### src/rtl/logic_unit_seq.sv
// Registered eight-operation logic unit with a start/ready/done handshake.
// Bitwise ops finish in one cycle; POPCNT(A) sums CHUNK bits of A per cycle.
module logic_unit_seq #(
    parameter int unsigned WIDTH = 32,
    parameter int unsigned CHUNK = 8
) (
    input  logic             clock,
    input  logic             clear,
    input  logic             start,
    input  logic [2:0]       opcode,
    input  logic [WIDTH-1:0] A,
    input  logic [WIDTH-1:0] B,
    output logic             ready,
    output logic             done,
    output logic [WIDTH-1:0] result,
    output logic             zero
);
    localparam int unsigned N  = WIDTH / CHUNK;
    localparam int unsigned AW = $clog2(WIDTH + 1);
    localparam int unsigned IW = (N > 1) ? $clog2(N) : 1;
    localparam logic [IW-1:0] LAST = IW'(N - 1);

    localparam logic [2:0] OP_AND  = 3'd0;
    localparam logic [2:0] OP_OR   = 3'd1;
    localparam logic [2:0] OP_XOR  = 3'd2;
    localparam logic [2:0] OP_NOR  = 3'd3;
    localparam logic [2:0] OP_NAND = 3'd4;
    localparam logic [2:0] OP_NOT  = 3'd5;
    localparam logic [2:0] OP_ANDN = 3'd6;
    localparam logic [2:0] OP_POP  = 3'd7;

    typedef enum logic {IDLE, COUNT} state_t;

    state_t            state_q, state_d;
    logic [WIDTH-1:0]  a_q, a_d;
    logic [AW-1:0]     acc_q, acc_d;
    logic [IW-1:0]     idx_q, idx_d;
    logic [WIDTH-1:0]  result_d;
    logic              zero_d;
    logic              done_d;
    logic [WIDTH-1:0]  bitwise;
    logic [CHUNK-1:0]  chunk;
    logic [AW-1:0]     chunk_ones;
    logic [AW-1:0]     sum;

    assign ready = (state_q == IDLE);

    // Single-cycle bitwise result straight from the request inputs
    always_comb begin
        bitwise = '0;
        case (opcode)
            OP_AND:  bitwise = A & B;
            OP_OR:   bitwise = A | B;
            OP_XOR:  bitwise = A ^ B;
            OP_NOR:  bitwise = ~(A | B);
            OP_NAND: bitwise = ~(A & B);
            OP_NOT:  bitwise = ~A;
            OP_ANDN: bitwise = A & ~B;
            default: bitwise = '0;
        endcase
    end

    // Ones count of the current chunk of the latched operand, LSB chunk first
    always_comb begin
        chunk      = CHUNK'(a_q >> (32'(idx_q) * CHUNK));
        chunk_ones = '0;
        for (int unsigned j = 0; j < CHUNK; j++) begin
            chunk_ones = chunk_ones + AW'(chunk[j]);
        end
        sum = acc_q + chunk_ones;
    end

    // Next-state and registered-output logic
    always_comb begin
        state_d  = state_q;
        a_d      = a_q;
        acc_d    = acc_q;
        idx_d    = idx_q;
        result_d = result;
        zero_d   = zero;
        done_d   = 1'b0;
        case (state_q)
            IDLE: begin
                if (start) begin
                    if (opcode == OP_POP) begin
                        a_d     = A;
                        acc_d   = '0;
                        idx_d   = '0;
                        state_d = COUNT;
                    end else begin
                        result_d = bitwise;
                        zero_d   = (bitwise == '0);
                        done_d   = 1'b1;
                    end
                end
            end
            COUNT: begin
                acc_d = sum;
                idx_d = idx_q + 1'b1;
                if (idx_q == LAST) begin
                    result_d = WIDTH'(sum);
                    zero_d   = (sum == '0);
                    done_d   = 1'b1;
                    idx_d    = '0;
                    state_d  = IDLE;
                end
            end
            default: state_d = IDLE;
        endcase
    end

    always_ff @(posedge clock or posedge clear) begin
        if (clear) begin
            state_q <= IDLE;
            a_q     <= '0;
            acc_q   <= '0;
            idx_q   <= '0;
            result  <= '0;
            zero    <= 1'b1;
            done    <= 1'b0;
        end else begin
            state_q <= state_d;
            a_q     <= a_d;
            acc_q   <= acc_d;
            idx_q   <= idx_d;
            result  <= result_d;
            zero    <= zero_d;
            done    <= done_d;
        end
    end
endmodule

### config.mk
export PLATFORM = sky130hd
export DESIGN_NAME = logic_unit_seq
export DESIGN_NICKNAME = d
export VERILOG_FILES = /design/src/rtl/logic_unit_seq.sv
export SDC_FILE = /design/constraint.sdc
export NUM_CORES = 1
export LEC_CHECK = 0
export ABC_AREA = 1
export CORE_ASPECT_RATIO = 0.9
export CORE_MARGIN = 10
export CORE_UTILIZATION = 51
export DETAILED_ROUTE_END_ITERATION = 10
export PLACE_DENSITY = 0.75
export SYNTH_ARGS = -nofsm -noshare
export SYNTH_HDL_FRONTEND = slang
export SYNTH_SLANG_ARGS = --single-unit
### constraint.sdc
create_clock -name clock -period 4.3 [get_ports clock]
set_input_delay 0.43 -clock clock [delete_from_list [all_inputs] [get_ports clock]]
set_output_delay 0.43 -clock clock [all_outputs]
set_load 0.01 [all_outputs]
; ---- Word-level counts from Yosys, hierarchy flattened
; Cells that the tools add are included.
[totals]
ff_bits = 75
input_bits = 70
output_inout_bits = 35
[classes]
addsub = 9
eq_ne = 12
n_shift = 1
muxes = 24
bitwise = 9
reduce_logical = 6
[ops]
columns = cell, n
row1 = 32-bit one-hot mux with 7 select lines, 1
row2 = 32-bit inverter, 4
row3 = 32-bit two-way mux, 3
row4 = 32-bit bitwise AND, 2
row5 = 32-bit one-hot mux with 2 select lines, 1
row6 = 32-bit logical NOT, 1
row7 = 32-bit bitwise OR, 1
row8 = 32-bit by 5-bit right shift with 8-bit output, 1
row9 = 32-bit bitwise XOR, 1
row10 = 6-bit by 1-bit adder with 6-bit output, 2
row11 = "3-bit == test, second input constant", 4
row12 = 6-bit two-way mux, 2
row13 = 6-bit one-hot mux with 2 select lines, 1
row14 = 1-bit two-way mux, 9
row15 = 5-bit by 1-bit adder with 6-bit output, 1
row16 = 6-bit adder, 1
row17 = "3-bit by 2-bit == test with 1-bit output, second input constant", 2
row18 = 6-bit logical NOT, 1
row19 = 2-bit two-way mux, 3
row20 = 1-bit one-hot mux with 2 select lines, 3
row21 = 3-bit AND reduction, 2
row22 = 4-bit by 1-bit adder with 5-bit output, 1
row23 = 3-bit by 1-bit adder with 4-bit output, 1
row24 = "2-bit by 1-bit inequality test with 1-bit output, second input constant", 2
row25 = other kinds (10), 11

; ---- Logic depth before layout (Yosys ltp)
[depth]
word_depth = 12
ltp_mapped = 21
depth_no_buf = 19

; ---- Least setup slack after synthesis
; Ideal clock, no wire load.
[synth_path]
path_kind = reg2reg
startpoint = register idx_q[0]
endpoint = register zero
setup_time_ps = 76
arrival_ps = 4319
t_required_ps = 4224
path_slack_ps = -95
stages_incl_launch_ff = 20
period_less_slack_ps = 4395
path_cell_list = dfrtp_1 clkbuf_1 inv_1 clkbuf_1 nand2_1 a32o_1 fa_1 inv_1 fa_1 inv_1 fa_1 fa_1 fa_1 o21ai_0 xor2_1 nor2_1 nand4_1 nand2_1 nor2_1 nor2_1
[synth_between]
elab_chain_cells = 12
elab_cells_between_ends = 15
cone_classes = 8 x add/sub / 2 x eq/ne / 1 x shift / 2 x mux / 2 x reduce/logical
[synth_lines]
columns = item, line_no
row1 = "start, declared", 37  ; logic [IW-1:0] idx_q, idx_d;
row2 = "start signal, assigned", 125  ; idx_q <= idx_d;
row3 = 32-bit by 5-bit right shift with 8-bit output, 65  ; chunk = CHUNK'(a_q >> (32'(idx_q) * CHUNK));
row4 = 1-bit by 1-bit adder with 2-bit output, 68  ; chunk_ones = chunk_ones + AW'(chunk[j]);
row5 = 2-bit by 1-bit adder with 3-bit output, 68
row6 = 3-bit by 1-bit adder with 4-bit output, 68
row7 = 4-bit by 1-bit adder with 5-bit output, 68
row8 = 5-bit by 1-bit adder with 6-bit output, 68
row9 = 6-bit by 1-bit adder with 6-bit output (2 in a row), 68
row10 = 6-bit adder, 70  ; sum = acc_q + chunk_ones;
row11 = 6-bit logical NOT, 102  ; zero_d = (sum == '0);
row12 = 1-bit two-way mux, 100  ; if (idx_q == LAST) begin
row13 = 1-bit one-hot mux with 2 select lines, 82  ; case (state_q)
row14 = "end signal, assigned", 127  ; zero <= zero_d;
row15 = "end, declared", 16  ; output logic zero
; Parallel ways exist; a longest one is shown, timed or not. The select of a mux whose other input is x is not followed.
; A chain may end at the register's enable or synchronous reset.

; ---- Worst setup path after layout
; Same ends and word-level chain as after synthesis.

==> impl_metrics.csv <==
group,metric,value,unit
die,rows,40,
synth,yosysWarnings,0,
synth,netlist_instances,1027,
synth,ys_seq_area_share,26.9,%
setup_path,critPathKind,"reg -> reg",
clock_network,cts_tree,"yes",
die,die_h,131,um
global_route,overflow,0,
placed_design,post-dp-hpwl,16.1,mm
setup_path,regToRegStartpoint,"idx_q[0]",
setup_path,worstSetupStartpointType,"flop",
placed_design,io_buffers,104,
synth,synth-edff-count,0,
synth,synth_top_area_share,26.6,%
pwr,p_leak,0.00444,uW
drt,drcViolationCount,0,
sta,tns,0,ns
placed_design,dp_slack,0.196,ns
clock_network,cts_num_sinks,75,
drt,drt-initial-drc-count,626,
global_route,grt_first_pass_wirelength,34.3,mm
die,start_util,52.2,%
setup_path,worstSetupEndpointType,"flop",
setup_path,arrival,4.36,ns
die,pin_count,105,
placed_design,placed_area,8130,sq um
pwr,switching_share,42.8,%
pwr,seq_power_share,28.7,%
pwr,ir_drop,410,uV
layout,fin_area,8400,sq um
setup_path,crit_fanout,8,
sta,finalSetupViolCount,0,
setup_path,critical_path.endpoint,"zero",
drt,wirelength,21.5,mm
drt,vias_per_cell,5.43,
clock_network,cts_root_buf,"clkbuf_16",
die,design.core.area,13400,sq um
synth,synth_top_flop_cell,"dfrtp_1",
global_route,grt_start_max_net_pins,66,
synth,ys_seq_elements,75,
pwr,p_switching,1850,uW
sta,relSlewSlack,33.3,%
synth,syn_area_per_cell,6.79,sq um
run_status,outcome,"complete, no violations",
sta,setup_ws,0.219,ns
sta,hold_violations,0,
setup_path,rrSetupSlack,0.22,ns
pwr,power.density,515,nW/um^2
global_route,grt_pass1_vias,6623,
sta,slew_violations,0,
pwr,intPower,2480,uW
drt,vias,6954,
sta,min_period_over_period,94.9,%
clock_network,cts_hold_buf,0,
sta,finClkSkew,0.00704,ns
drt,drtPass1Iterations,5,
global_route,grt_usage,22.9,%
sta,worstMarginPinSlew,0.999,ns
placed_design,place.gp.congestion,0.901,
min_path,min_path_type,"in -> async",
drt,wire_per_inst,16.8,um
sta,post-route-min-period,4.08,ns
die,chipWidth,143,um
synth,synth_async_sr_flop_share,100,%
clock_network,cts_resized,0,
clock_network,clk_latency,0.35,ns
synth,synth_cell_types,29,
synth,ys_top_cells_by_area,"dfrtp_1, ha_1, nand2_1",
clock_network,numCtsBuffers,9,
synth,yosys.area.top_type,"dfrtp_1",
layout,area_growth,20.6,%
layout,nets,1285,
layout,antenna_cells,0,
setup_path,cp-startpoint,"idx_q[0]",
clock_network,clk_pin_slew_worst_paths,0.06,ns
sta,rsz0062_at_grt,"false",
pwr,clkPwrFrac,16.3,%
pwr,pwr-share-comb,54.9,%
setup_path,r2r_cells,17,
drt,antenna_left,0,
clock_network,post-cts-setup-buffers,0,
setup_path,worstPathRequired,4.58,ns
clock_network,clk_path_buf_depth,2,
sta,fmax,245,MHz
clock_network,h-tree-depth,3,
setup_path,reg2reg_to,"zero",
synth,syn_nets,1205,
synth,syn_area,6970,sq um
die,die-area,18700,sq um
layout,drive_above_1_share,5.22,%
job,maxCapViolations,0,
global_route,antenna_found_initial,0,
[cell usage after synthesis, types with 3 or more instances]
| library cell | instances |
|---|---|
| nand3b_1 | 8 |
| o211ai_1 | 3 |
| inv_1 | 136 |
| fa_1 | 5 |
| buf_1 | 4 |
| buf_2 | 23 |
| dfrtp_1 | 74 |
| inv_2 | 6 |
| a21oi_1 | 12 |
| o21ai_1 | 9 |
| nor2_1 | 126 |
| nand4_1 | 47 |
| a31oi_1 | 6 |
| or2_2 | 3 |
| nand3_1 | 83 |
| nand2_1 | 253 |
| o21ai_0 | 73 |
| o22ai_1 | 3 |
| a32o_1 | 6 |
| nor3_1 | 4 |
| ha_1 | 103 |
| clkbuf_1 | 28 |
| xor2_1 | 3 |
[logic make-up after synthesis]
kind of cell,after synthesis,share of synthesized area (%)
AO/OA/AOI/OAI,112,8.74
XOR/XNOR,4,0.503
adder cells (fa/ha/maj),108,19.9
AND/OR/NAND/NOR,531,32.9
buffers and inverters,197,11.0
flip-flops,75,26.9
[layout make-up]
type	instances	area, sq um
timing repair buffer	124	1180
sequential	75	1880
fill	1275	4960
clock inverter	4	26.3
multi-input combinational	755	4330
tap	168	210
inverter	142	533
clock buffer	12	246
[layer usage]
metal / share of wire [%] / up-vias / global-route usage [%]
li1: - / 3447 / -
met1: 44 / 3207 / 29.5
met2: 46 / 263 / 38.0
met3: 7.7 / 37 / 5.30
met4: 2.0 / 0 / 6.30
met5: 0 / - / 0
[worst min-delay path by stage]
stage,startpoint,cells after the start,slack [ns],end
after global routing,a_q[18],2,0.51,a_q[18]
final,clear,2,0.46,result[7]
after floorplan,a_q[20],2,0.45,a_q[20]
after detailed placement,a_q[8],2,0.47,a_q[8]
after global placement,a_q[8],2,0.47,a_q[8]
after CTS,clear,2,0.48,result[7]
[power groups by stage]
stage / Combinational (uW) / Clock [uW] / Sequential (uW)
2_1_floorplan: 1500 / 0 / 1240
3_3_place_gp: 2290 / 0 / 1240
3_5_place_dp: 2350 / 0 / 1250
4_1_cts: 2390 / 714 / 1240
5_1_grt: 2670 / 743 / 1280
6_report: 2380 / 708 / 1240
[stage by stage]
stage / utilization [%] / cells / total power (uW) / hold WS (ns)
after floorplan: - / 1027 / 2740 / 0.448
after global placement: 60.8 / 1264 / 3530 / 0.473
after detailed placement: 60.8 / 1264 / 3600 / 0.474
after CTS: 62.9 / 1280 / 4340 / 0.482
after global routing: 62.9 / 1280 / 4690 / 0.514
final: 62.9 / 1280 / 4330 / 0.461
[sequential cells by signal, summed over array words and instances (netlist names)]
| signal | flops |
|---|---|
| zero | 1 |
| acc_q | 6 |
| state_q | 1 |
| result | 32 |
| done | 1 |
| a_q | 32 |
| idx_q | 2 |
[cell usage in the layout (no fill, tap or decap), types with 4 or more instances in the layout]
master,count
a32o_1,6
nor2_1,126
fa_1,5
nor3_1,4
nand2_1,253
nand3_1,82
inv_2,9
clkbuf_16,9
nand3b_1,8
ha_1,103
a31oi_1,6
a21oi_1,12
o21ai_1,10
buf_4,20
nand4_1,47
o21ai_0,72
dfrtp_1,73
inv_1,133
clkdlybuf4s50_1,102
[critical path, stage by stage, from the launching register on]
cell     delay, ns
dfrtp_2       0.46
inv_2         0.10
nand2_1       0.05
a32o_1        0.23
fa_1          0.50
inv_1         0.05
fa_1          0.47
inv_1         0.05
fa_1          0.45
fa_1          0.43
fa_1          0.48
o21ai_1       0.17
xor2_1        0.20
nor2_1        0.06
nand4_1       0.08
nand2_1       0.05
nor2_1        0.12
nor2_1        0.05
Note: power is estimated with default switching activity, not from simulation.
